### src/rtl/cpu_control_unit_pkg.sv
// Shared definitions for the multi-cycle CPU control unit: FSM state
// encodings, opcode/func constants, controls bit positions and ALUOp codes.
// The optional handshake timeout is enabled with the MEM_TIMEOUT_EN macro.
package cpu_control_unit_pkg;

  // FSM states; the encoding is exported on the fsm_state debug port
  typedef enum logic [3:0] {
    ST_IF_REQ  = 4'd0,
    ST_IF_REL  = 4'd1,
    ST_ID      = 4'd2,
    ST_EX      = 4'd3,
    ST_MEM_RD  = 4'd4,
    ST_MEM_REL = 4'd5,
    ST_MEM_WR  = 4'd6,
    ST_WB      = 4'd7,
    ST_HALT    = 4'd8
  } state_t;

  // Primary opcodes, instruction[15:12]
  typedef enum logic [3:0] {
    OP_BNE   = 4'd0,
    OP_BEQ   = 4'd1,
    OP_BGZ   = 4'd2,
    OP_BLZ   = 4'd3,
    OP_ADI   = 4'd4,
    OP_ORI   = 4'd5,
    OP_LHI   = 4'd6,
    OP_LWD   = 4'd7,
    OP_SWD   = 4'd8,
    OP_JMP   = 4'd9,
    OP_JAL   = 4'd10,
    OP_RTYPE = 4'd15
  } opcode_t;

  // Function codes for opcode 15, instruction[5:0]
  typedef enum logic [5:0] {
    FN_ADD = 6'd0,
    FN_SUB = 6'd1,
    FN_AND = 6'd2,
    FN_ORR = 6'd3,
    FN_NOT = 6'd4,
    FN_TCP = 6'd5,
    FN_SHL = 6'd6,
    FN_SHR = 6'd7,
    FN_JPR = 6'd25,
    FN_JRL = 6'd26,
    FN_HLT = 6'd29
  } func_t;

  // ALU operation codes carried in controls[4:1]; R-type ops reuse func[3:0]
  typedef enum logic [3:0] {
    ALU_ADD = 4'd0,
    ALU_SUB = 4'd1,
    ALU_AND = 4'd2,
    ALU_ORR = 4'd3,
    ALU_NOT = 4'd4,
    ALU_TCP = 4'd5,
    ALU_SHL = 4'd6,
    ALU_SHR = 4'd7,
    ALU_LHI = 4'd8,
    ALU_BNE = 4'd9,
    ALU_BEQ = 4'd10,
    ALU_BGZ = 4'd11,
    ALU_BLZ = 4'd12
  } alu_op_t;

  // controls = {Jump, Branch, MemtoReg, MemRead, MemWrite, RegDst, RegWrite, ALUOp[3:0], ALUSrc}
  localparam int CTL_W         = 12;
  localparam int CTL_JUMP      = 11;
  localparam int CTL_BRANCH    = 10;
  localparam int CTL_MEMTOREG  = 9;
  localparam int CTL_MEMREAD   = 8;
  localparam int CTL_MEMWRITE  = 7;
  localparam int CTL_REGDST    = 6;
  localparam int CTL_REGWRITE  = 5;
  localparam int CTL_ALUOP_LSB = 1;
  localparam int CTL_ALUSRC    = 0;

  // HLT is the only instruction that leaves the fetch/execute loop
  function automatic logic is_halt(input logic [3:0] op, input logic [5:0] fn);
    return (op == OP_RTYPE) && (fn == FN_HLT);
  endfunction

endpackage

### src/rtl/control_decode.sv
// Combinational instruction decoder: opcode/func -> controls vector.
// Anything not recognised decodes to all-zero controls and runs as a NOP.
// Phase gating of the write strobes is done by the FSM in cpu_control_unit.
module control_decode
  import cpu_control_unit_pkg::*;
(
  input  logic [3:0]       opcode,
  input  logic [5:0]       func,
  output logic [CTL_W-1:0] controls
);

  // Decode table, one arm per instruction group
  always_comb begin
    controls = '0;
    case (opcode)
      OP_BNE, OP_BEQ, OP_BGZ, OP_BLZ: begin
        controls[CTL_BRANCH] = 1'b1;
        controls[CTL_ALUOP_LSB +: 4] = ALU_BNE + {2'b00, opcode[1:0]};
      end
      OP_ADI: begin
        controls[CTL_ALUSRC]   = 1'b1;
        controls[CTL_REGWRITE] = 1'b1;
        controls[CTL_ALUOP_LSB +: 4] = ALU_ADD;
      end
      OP_ORI: begin
        controls[CTL_ALUSRC]   = 1'b1;
        controls[CTL_REGWRITE] = 1'b1;
        controls[CTL_ALUOP_LSB +: 4] = ALU_ORR;
      end
      OP_LHI: begin
        controls[CTL_ALUSRC]   = 1'b1;
        controls[CTL_REGWRITE] = 1'b1;
        controls[CTL_ALUOP_LSB +: 4] = ALU_LHI;
      end
      OP_LWD: begin
        controls[CTL_MEMREAD]  = 1'b1;
        controls[CTL_MEMTOREG] = 1'b1;
        controls[CTL_ALUSRC]   = 1'b1;
        controls[CTL_REGWRITE] = 1'b1;
        controls[CTL_ALUOP_LSB +: 4] = ALU_ADD;
      end
      OP_SWD: begin
        controls[CTL_MEMWRITE] = 1'b1;
        controls[CTL_ALUSRC]   = 1'b1;
        controls[CTL_ALUOP_LSB +: 4] = ALU_ADD;
      end
      OP_JMP: begin
        controls[CTL_JUMP] = 1'b1;
      end
      OP_JAL: begin
        controls[CTL_JUMP]     = 1'b1;
        controls[CTL_REGWRITE] = 1'b1;
      end
      OP_RTYPE: begin
        if (func <= FN_SHR) begin
          controls[CTL_REGDST]   = 1'b1;
          controls[CTL_REGWRITE] = 1'b1;
          controls[CTL_ALUOP_LSB +: 4] = func[3:0];
        end else if (func == FN_JPR) begin
          controls[CTL_JUMP] = 1'b1;
        end else if (func == FN_JRL) begin
          controls[CTL_JUMP]     = 1'b1;
          controls[CTL_REGWRITE] = 1'b1;
        end
      end
      default: controls = '0;
    endcase
  end

endmodule

### src/rtl/cpu_control_unit.sv
// Multi-cycle CPU control FSM: fetch handshake, decode, execute, optional
// memory read/write handshake, write-back, retired-instruction counter and
// halt. Define MEM_TIMEOUT_EN to add the 8-bit handshake watchdog and the
// sticky mem_err output.
//
// Memory handshake: readM (or writeM) is a request that stays high until the
// memory answers with inputReady (or ackOutput) sampled high on a clk edge;
// the request drops on that same edge. After a read the FSM waits for
// inputReady to fall before moving on, so a new readM never rises while
// inputReady is still high. Only the answer matching the current state is
// looked at; the other input is ignored.
module cpu_control_unit
  import cpu_control_unit_pkg::*;
(
  input  logic             clk,
  input  logic             reset_n,
  input  logic [3:0]       opcode,
  input  logic [5:0]       func,
  input  logic             inputReady,
  input  logic             ackOutput,
  output logic             readM,
  output logic             writeM,
  output logic             ir_load,
  output logic             mdr_load,
  output logic             pc_write,
  output logic [CTL_W-1:0] controls,
  output logic [15:0]      num_inst,
  output logic             halted,
`ifdef MEM_TIMEOUT_EN
  output logic             mem_err,
`endif
  output state_t           fsm_state
);

  state_t           state;
  logic [CTL_W-1:0] dec_controls;

  control_decode u_decode (
    .opcode   (opcode),
    .func     (func),
    .controls (dec_controls)
  );

  assign fsm_state = state;

  // Decoded controls are visible from ID through WB; RegWrite is a WB-only
  // strobe and MemWrite is only high while the write request is outstanding
  always_comb begin
    controls = '0;
    case (state)
      ST_ID, ST_EX, ST_MEM_RD, ST_MEM_REL, ST_MEM_WR, ST_WB: controls = dec_controls;
      default: controls = '0;
    endcase
    if (state != ST_WB)     controls[CTL_REGWRITE] = 1'b0;
    if (state != ST_MEM_WR) controls[CTL_MEMWRITE] = 1'b0;
  end

`ifdef MEM_TIMEOUT_EN
  logic [7:0] wait_cnt;
  logic [7:0] wait_cnt_nxt;
  logic       in_wait;
  logic       wait_done;

  // Which states are waiting on memory, and whether the wait ends this cycle
  always_comb begin
    in_wait      = (state == ST_IF_REQ) || (state == ST_MEM_RD) || (state == ST_MEM_WR);
    wait_cnt_nxt = wait_cnt + 8'd1;
    case (state)
      ST_IF_REQ, ST_MEM_RD: wait_done = readM && inputReady;
      ST_MEM_WR:            wait_done = ackOutput;
      default:              wait_done = 1'b0;
    endcase
  end
`endif

  // Main FSM with registered handshake requests, pulses and counters
  always_ff @(posedge clk or negedge reset_n) begin
    if (!reset_n) begin
      state    <= ST_IF_REQ;
      readM    <= 1'b0;
      writeM   <= 1'b0;
      ir_load  <= 1'b0;
      mdr_load <= 1'b0;
      pc_write <= 1'b0;
      num_inst <= 16'd0;
      halted   <= 1'b0;
`ifdef MEM_TIMEOUT_EN
      mem_err  <= 1'b0;
      wait_cnt <= 8'd0;
`endif
    end else begin
      ir_load  <= 1'b0;
      mdr_load <= 1'b0;
      pc_write <= 1'b0;
      case (state)
        ST_IF_REQ: begin
          if (readM && inputReady) begin
            readM   <= 1'b0;
            ir_load <= 1'b1;
            state   <= ST_IF_REL;
          end else if (!inputReady) begin
            readM <= 1'b1;
          end
        end
        ST_IF_REL: begin
          if (!inputReady) state <= ST_ID;
        end
        ST_ID: begin
          if (is_halt(opcode, func)) begin
            halted <= 1'b1;
            state  <= ST_HALT;
          end else begin
            state <= ST_EX;
          end
        end
        ST_EX: begin
          case (opcode)
            OP_LWD: state <= ST_MEM_RD;
            OP_SWD: begin
              writeM <= 1'b1;
              state  <= ST_MEM_WR;
            end
            default: begin
              pc_write <= 1'b1;
              state    <= ST_WB;
            end
          endcase
        end
        ST_MEM_RD: begin
          if (readM && inputReady) begin
            readM    <= 1'b0;
            mdr_load <= 1'b1;
            state    <= ST_MEM_REL;
          end else if (!inputReady) begin
            readM <= 1'b1;
          end
        end
        ST_MEM_REL: begin
          if (!inputReady) begin
            pc_write <= 1'b1;
            state    <= ST_WB;
          end
        end
        ST_MEM_WR: begin
          if (ackOutput) begin
            writeM   <= 1'b0;
            pc_write <= 1'b1;
            state    <= ST_WB;
          end
        end
        ST_WB: begin
          num_inst <= num_inst + 16'd1;
          state    <= ST_IF_REQ;
        end
        ST_HALT: begin
          readM  <= 1'b0;
          writeM <= 1'b0;
        end
        default: state <= ST_IF_REQ;
      endcase
`ifdef MEM_TIMEOUT_EN
      // Watchdog: trips on the edge where the wait count would reach 255;
      // a completed handshake on the same edge takes priority
      if (!in_wait || wait_done) begin
        wait_cnt <= 8'd0;
      end else if (wait_cnt_nxt == 8'hFF) begin
        wait_cnt <= 8'd0;
        mem_err  <= 1'b1;
        halted   <= 1'b1;
        readM    <= 1'b0;
        writeM   <= 1'b0;
        ir_load  <= 1'b0;
        mdr_load <= 1'b0;
        state    <= ST_HALT;
      end else begin
        wait_cnt <= wait_cnt_nxt;
      end
`endif
    end
  end

endmodule

### config.mk
export PLATFORM = sky130hd
export DESIGN_NAME = cpu_control_unit
export DESIGN_NICKNAME = d
export VERILOG_FILES = /design/src/rtl/cpu_control_unit_pkg.sv /design/src/rtl/control_decode.sv /design/src/rtl/cpu_control_unit.sv
export SDC_FILE = /design/constraint.sdc
export NUM_CORES = 1
export LEC_CHECK = 0
export CAP_MARGIN = 10
export CORE_MARGIN = 5
export CORE_UTILIZATION = 50
export DETAILED_ROUTE_END_ITERATION = 16
export MAX_ROUTING_LAYER = met4
export PLACE_DENSITY_LB_ADDON = 0.25
export SYNTH_ARGS = -nofsm -noshare
export SYNTH_HDL_FRONTEND = slang
export SYNTH_SLANG_ARGS = --single-unit
### constraint.sdc
create_clock -name clk -period 3 [get_ports clk]
set_input_delay 0.6 -clock clk [delete_from_list [all_inputs] [get_ports clk]]
set_output_delay 0.6 -clock clk [all_outputs]
set_load 0.005 [all_outputs]
======== Yosys cells after proc, flatten, opt, wreduce, memory -nomap -nowiden ========
Index checks and enable logic that the tools add are counted.
word-level totals
  register bits after elaboration ......... 26
  input bits .............................. 14
  output and inout port bits .............. 38
  word-level logic and storage cells ...... 99
operators by class
  $add $sub $neg .......................... 2
  magnitude comparators ................... 1
  equality and inequality tests ........... 31
  mux-type cells .......................... 39
  bitwise gates (word level) .............. 1
  reductions and logical operators ........ 17
operators with widths
  kind                     number
  $eq A4 B3 Y1 const B     8
  $pmux W4 S8              1
  $mux W4                  7
  $mux W1                  22
  $eq A4 B4 Y1 const B     5
  $eq A6 B5 Y1 const B     3
  $add A16 B1 Y16 const B  1
  $eq A4 B2 Y1 const B     4
  $pmux W4 S4              1
  $mux W12                 1
  $ne A2 B2 Y1 const B     5
  $reduce_or A5 Y1         2
  $eq A4 B1 Y1 const B     2
  $logic_not A4 Y1         2
  $ne A4 B3 Y1 const B     2
  $le A6 B3 Y1 const B     1
  $pmux W1 S2              3
  $pmux W1 S3              2
  $reduce_and A6 Y1        1
  $reduce_or A2 Y1         3
  $reduce_or A6 Y1         1
  $add A4 B2 Y4 const A    1
  $pmux W2 S2              1
  $reduce_and A2 Y1        2
  other kinds (9)          10

======== Longest topological paths before layout ========
Gate-level depths: netlist (run 1).
  word-level depth ........................ 7
  depth in mapped cells ................... 6
  gate-level depth less buffers ........... 6

======== By module ========
Synthesis (run 1) repeated with hierarchy kept, for this count alone.
second synthesis, totals
  cells, all modules ...................... 168
  area, all modules ....................... 1617.8 um2
by module, submodules not included
  module            times used  cells each  area an instance (um2)
  cpu_control_unit  1           135         1342.5
  control_decode    1           33          275.3

======== Worst setup path before layout (run 1) ========
Ideal clock, no wire load.
  path type ............................... input-to-output
  start ................................... input opcode[0]
  end ..................................... output controls[1]
  arrival time ............................ 1.679 ns
  data required time ...................... 2.400 ns
  slack ................................... 0.721 ns
  stages .................................. 6
  cells stage by stage .................... inv_1 > ha_1 > nor4_1 > nor3_1 > a22oi_1 > a21oi_1
on the way
  word-level cells in the longest chain between the ends .. 4
  elaborated cells between the ends (all ways) .. 11
  those cells by class .................... add/sub: 1; eq/ne: 6; mux: 2; reduce/logical: 2
ends and longest elaborated chain
  element                                                RTL line                source
  start, declared                                        cpu_control_unit.sv:17  input logic [3:0] opcode,
  branches (longest 2 deep; another with $add A4 B2 Y4)  -
  $pmux W4 S4 *                                          control_decode.sv:15    case (opcode)
  $mux W12 *                                             cpu_control_unit.sv:50  case (state)
  end, declared                                          cpu_control_unit.sv:26  output logic [CTL_W-1:0] controls,
Mark *: on every way between the ends.

======== Worst setup path in the final report (run 1) ========
  start ................................... input func[5]
  end ..................................... output controls[11]
on the way
  word-level cells in the longest chain between the ends .. 6
  elaborated cells between the ends (all ways) .. 8
  those cells by class .................... order compare: 1; eq/ne: 2; mux: 5
ends and longest elaborated chain
  element                                               RTL line                source
  start, declared                                       cpu_control_unit.sv:18  input logic [5:0] func,
  branches (longest 3 deep; another with $le A6 B3 Y1)  -
  $mux W1 *                                             control_decode.sv:55    if (func <= FN_SHR) begin
  $pmux W1 S2 *                                         control_decode.sv:15
  $mux W12 *                                            cpu_control_unit.sv:50
Marked as above.

==> flow_summary.ini, run 1 <==
[timing]
post-route-period-util_pct = 96.8
slew_violations = 0
setup-tns-final_ns = 0
worst_pin_slew_ns = 0.524
fmax_ghz = 0.344
post-route-min-period_ns = 2.90
rsz0062_at_grt = no
max_slew_margin_pct = 65.1
fin_skew_ns = 0.00712
finalHoldViolCount = 0
setup-violations-final = 0

[global_route]
grt_usage_pct = 19.8
grt_pass1_vias = 1480
overflow = 0
grt_max_degree = 27
grt_first_pass_wirelength_mm = 6.69
antenna_found_initial = 0

[synthesis]
ys_seq_elements = 26
synth_cells = 172
synth_edf_count = 0
async_reset_ff_share_pct = 100
synth.distinct_cells = 46
synth_flop_cell = dfrtp_1
avgSynthCellArea_um2 = 9.54
yosysSeqAreaShare_pct = 39.7
syn-num-nets = 191
yosys_warnings = 0
syn_area_mm2 = 0.00164

[power_and_ir_drop]
ir_drop_mv = 0.311
finalPower_mw = 1.23
power.density_mw_per_mm2 = 531
p_clk_share_pct = 14.1
p_comb_share_pct = 42.7
switchingPower_uw = 456
power.internal_uw = 774
power.static_leakage_nw = 1.04
netSwitchingFraction_pct = 37.1
seqPwrFrac_pct = 43.2

[layout]
area_growth_pct = 41.2
final_common_cell = clkdlybuf4s50_1
fin_util_pct = 74.6
drive_gt1_share_pct = 15.9
num_antenna_cells = 0
final_cell_mix = clkdlybuf4s50_1, dfrtp_1, nand2_1, xnor2_1, buf_4
nets = 253

[clock_tree]
cts_buffer_depth = 2
numCtsBuffers = 3
cts-root-buf = clkbuf_4
h-tree-depth = 1
clock_latency_ns = 0.32
cts_tree = done
clock-sinks = 26
clk_pin_slew_ns = 0.14

[drt]
via_count = 1527
drt_first_pass_iters = 4
drc = 0
ant_nets = 0
via_per_inst = 5.51
first_iter_violations = 34
avgRoutedWirePerCell_um = 15.2
routed_wl_mm = 4.21

[floorplanning]
initial_core_util_pct = 52.9
die-area_mm2 = 0.00453
die_w_um = 67.3
pin_count = 52
dieHeight_um = 67.3
row_count = 20
core_area_mm2 = 0.00310

[setup_path]
cp_top_family = buffers and inverters
crit_chain = clkdlybuf4s50_1 > nand4b_4 > nor3_4 > nand3_1 > a21oi_1 > clkdlybuf4s50_1
cp_data_required_time_ns = 2.40
critical_path.max_fanout = 4
worst_path_most_repeated_cell = clkdlybuf4s50_1
cp_num_buf_inv = 2
crit_slowest_cell = clkdlybuf4s50_1
max_stage_delay_ns = 0.53
crit_arrival_ns = 2.30
crit_path_end_kind = output pin
worstSetupPathType = input port to output pin
critPathLaunchType = input port

[worst_hold_path]
min_path_type = flop to flop

[place]
hpwlAfterDp_mm = 3.18
numPortBuffers = 51
gp_congestion = 0.999

[job]
drv_cap = 0

[outcome]
status = finished clean
## Yosys cell counts (3+ instances only)
master / instances / share of area (%)
xor2_1: 3 / 1.6
nand2b_1: 4 / 1.5
nand3_1: 10 / 3.1
and3_1: 3 / 1.1
ha_1: 5 / 3.8
nor4_1: 6 / 2.3
dfrtp_1: 26 / 40
a31oi_1: 3 / 1.1
a21oi_1: 7 / 2.1
buf_4: 3 / 1.4
nand4_1: 4 / 1.5
xnor2_1: 14 / 7.5
inv_1: 5 / 1.1
nand2_1: 20 / 4.6
nor2_1: 11 / 2.5
or2b_2: 3 / 1.6
nor3_1: 5 / 1.5
## repair_timing
action	CTS	global route
gates resized for setup	12	6
hold buffers	0	0
setup buffers	0	0
pin swaps	1	0
setup endpoints to repair	9	4
## power by group through the flow
stage | Clock (mW) | Combinational, mW | Sequential [mW]
5_1_grt | 0.194 | 0.571 | 0.547
3_5_place_dp | 0 | 0.519 | 0.537
4_1_cts | 0.178 | 0.522 | 0.529
6_report | 0.174 | 0.525 | 0.531
2_1_floorplan | 0 | 0.350 | 0.490
3_3_place_gp | 0 | 0.506 | 0.531
## cells by family after synthesis
group           Yosys count  share of synthesized area (%)
compound gates           28                           12.1
xor+xnor                 17                           9.08
fa+ha+maj                 5                           3.81
buf+inv                  13                           5.34
flops                    26                           39.7
mux                       1                          0.686
simple gates             82                           29.4
## flip-flops by register name (all words and copies together) (netlist names)
name / cells
writeM: 1
num_inst: 16
ir_load: 1
fsm_state: 4
halted: 1
pc_write: 1
readM: 1
mdr_load: 1
## final cells by class
cell class / count / area, µm²
Clock buffer: 4 / 36.3
Fill cell: 261 / 787
Inverter: 5 / 18.8
Multi-Input combinational cell: 133 / 942
Sequential cell: 26 / 651
Tap cell: 44 / 55.1
Timing Repair Buffer: 65 / 613
## metal layers
layer | global-route usage, % | up-vias | part of all wire, %
met1 | 23.7 | 724 | 42
li1 | - | 742 | -
met3 | 1.50 | 10 | 4.1
met4 | 8.61 | 0 | 2.6
met2 | 34.2 | 51 | 51
met5 | - | - | 0
## path summary, 6_finish.rpt
kind | slack [ns] | start | endpoint | depth (start not counted)
worst min-delay path | 0.48 | num_inst[15]$_DFFE_PN0P_ | num_inst[15]$_DFFE_PN0P_ | 1
worst max-delay path | 0.1 | func[5] | controls[11] | 6
min in group asynchronous | 0.63 | reset_n | ir_load$_DFF_PN0_ | 2
max in group asynchronous | 2.12 | reset_n | num_inst[4]$_DFFE_PN0P_ | 2
worst max register to register | 1.11 | fsm_state[1]$_DFFE_PN0P_ | num_inst[8]$_DFFE_PN0P_ | 4
worst min register to register | 0.48 | num_inst[15]$_DFFE_PN0P_ | num_inst[15]$_DFFE_PN0P_ | 1
## worst reg2reg max path, delay by kind of cell (launching register included)
family	cells	cell delay, ns
flops	1	0.69
xor+xnor	1	0.20
simple gates	3	0.92
## per-stage QoR
| step | instance area [µm²] | setup slack, ns | hold WS (ns) | instances |
|---|---|---|---|---|
| CTS | 2290 | 0.0335 | 0.485 | 277 |
| global route | 2320 | 0.00601 | 0.518 | 277 |
| global placement | 2240 | -0.214 | 0.443 | 273 |
| detailed placement | 2240 | -0.268 | 0.459 | 273 |
| floorplan | 1640 | 0.721 | 0.304 | 172 |
| finish | 2320 | 0.0954 | 0.478 | 277 |
Power figures use the tool's default switching activity.
==> run 2, diff against run 1 <==
--- a/config.mk
+++ b/config.mk
@@ -11,6 +11,7 @@
 export DETAILED_ROUTE_END_ITERATION = 16
 export MAX_ROUTING_LAYER = met4
 export PLACE_DENSITY_LB_ADDON = 0.25
+export SETUP_SLACK_MARGIN = 0.2
 export SYNTH_ARGS = -nofsm -noshare
 export SYNTH_HDL_FRONTEND = slang
 export SYNTH_SLANG_ARGS = --single-unit
==> flow_summary.ini, run 2 (synthesis results as in run 1) <==
[outcome]
status = finished clean

[timing]
slew_violations = 0
whs_ns = 0.479
post-route-min-period_ns = 2.72
fmax_ghz = 0.367
max_slew_margin_pct = 65.0
setup-tns-final_ns = 0
worst_pin_slew_ns = 0.524
rsz0062_at_grt = yes
post-route-period-util_pct = 90.7
fin_skew_ns = 0.00615
finalHoldViolCount = 0
setup-violations-final = 0

[drt]
routed_wl_mm = 4.23
drc = 0
avgRoutedWirePerCell_um = 15.1
via_count = 1551
ant_nets = 0
via_per_inst = 5.54
first_iter_violations = 37
drt_first_pass_iters = 5

[floorplanning]
initial_core_util_pct = 52.9
core_area_mm2 = 0.00310
die_w_um = 67.3
dieHeight_um = 67.3
row_count = 20
pin_count = 52
die-area_mm2 = 0.00453

[global_route]
grt_first_pass_wirelength_mm = 6.71
grt_use_met1_pct = 23.2
use_met3_pct = 2.00
antenna_found_initial = 0
use_met2_pct = 34.8
grt_max_degree = 27
grt_busiest_layer = met2
overflow = 0
grt_pass1_vias = 1476
grt_usage_pct = 19.8

[setup_path]
critical_path.max_fanout = 3
timing.critical_path.to = controls[11]
crit_path_end_kind = output pin
worstSetupStartpoint = func[5]
worst_r2r_startpoint = fsm_state[3]$_DFFE_PN0P_
worst-r2r-setup-slack_ns = 1.15
critPathLaunchType = input port
reg2reg_to = num_inst[8]$_DFFE_PN0P_
worstSetupPathType = input port to output pin
r2r_cells = 4
crit_arrival_ns = 2.12
cp_data_required_time_ns = 2.40

[job]
drv_cap = 0

[place]
hpwlAfterDp_mm = 3.18
gp_congestion = 0.999
numPortBuffers = 51
dp.cells = 273

[clock_tree]
cts_buffer_depth = 2
clock-sinks = 26
cts-root-buf = clkbuf_4
clock_latency_ns = 0.32
h-tree-depth = 1
clk_pin_slew_ns = 0.14
cts_tree = done
numCtsBuffers = 3

[power_and_ir_drop]
power.static_leakage_nw = 1.03
ir_drop_mv = 0.306
power.density_mw_per_mm2 = 529

[layout]
num_antenna_cells = 0
drive_gt1_share_pct = 21.2
layoutNonFillerInstCount = 280
final_common_cell = clkdlybuf4s50_1
final_cell_mix = clkdlybuf4s50_1, dfrtp_1, nand2_1, buf_4, xnor2_1
largest_reg_flops = 16
fillers = 244
nets = 256
area_growth_pct = 42.3
top_register = num_inst
fin_util_pct = 75.2

[worst_hold_path]
min_path_type = flop to flop
run 2: routing by layer:
layer  routed length, µm  vias to the layer above
met5                   0                        -
met4                  70                        0
met3                 220                        8
met2                2180                       61
met1                1770                      735
li1                    -                      747
run 2: worst min-delay path by stage:
| stage | slack, ns | cells after the start | end | startpoint |
|---|---|---|---|---|
| 5_1_grt | 0.52 | 1 | num_inst[14]$_DFFE_PN0P_ | num_inst[14]$_DFFE_PN0P_ |
| 2_1_floorplan | 0.30 | 0 | fsm_state[0]$_DFFE_PN0P_ | reset_n |
| 4_1_cts | 0.49 | 1 | num_inst[15]$_DFFE_PN0P_ | num_inst[15]$_DFFE_PN0P_ |
| 3_5_place_dp | 0.46 | 1 | halted$_DFFE_PN0P_ | halted$_DFFE_PN0P_ |
| 3_3_place_gp | 0.44 | 1 | halted$_DFFE_PN0P_ | halted$_DFFE_PN0P_ |
| 6_report | 0.48 | 1 | num_inst[15]$_DFFE_PN0P_ | num_inst[15]$_DFFE_PN0P_ |
run 2: timing repair:
item,4_1_cts,5_1_grt
endpoints found under the hold margin,0,0
hold buffers,0,0
buffers inserted,1,2
resized for setup,21,14
endpoints found under the setup margin,12,11
pin swaps,2,3
run 2: area by class of cell:
type	count	area (µm²)	area share, %
clock buffer	4	36.3	1.55
inverter	5	18.8	0.804
sequential	26	652	27.9
timing repair buffer	68	623	26.7
multi-input combinational	133	950	40.7
tap	44	55.1	2.36
run 2: worst max-delay path: stages:
cell and delay [ns]:
clkdlybuf4s50_1 0.44, nand4b_4 0.21, buf_4 0.16, nor3_4 0.17, nand3_1 0.11, a21oi_1 0.17
dlygate4sd2_1 0.26
run 2: power by group:
part           total, mW  internal, mW  leakage (nW)  switching [mW]
clock              0.177        0.0743        0.0210           0.103
combinational      0.527         0.287         0.658           0.240
sequential         0.532         0.413         0.349           0.119
total               1.24         0.774          1.03           0.461
run 2: metrics by stage:
step	worst slack (ns)	power, mW	area, µm²
3_3_place_gp	-0.214	1.04	2240
6_report	0.278	1.24	2330
4_1_cts	0.170	1.23	2310
5_1_grt	0.106	1.31	2330
2_1_floorplan	0.721	0.840	1640
3_5_place_dp	-0.268	1.06	2240
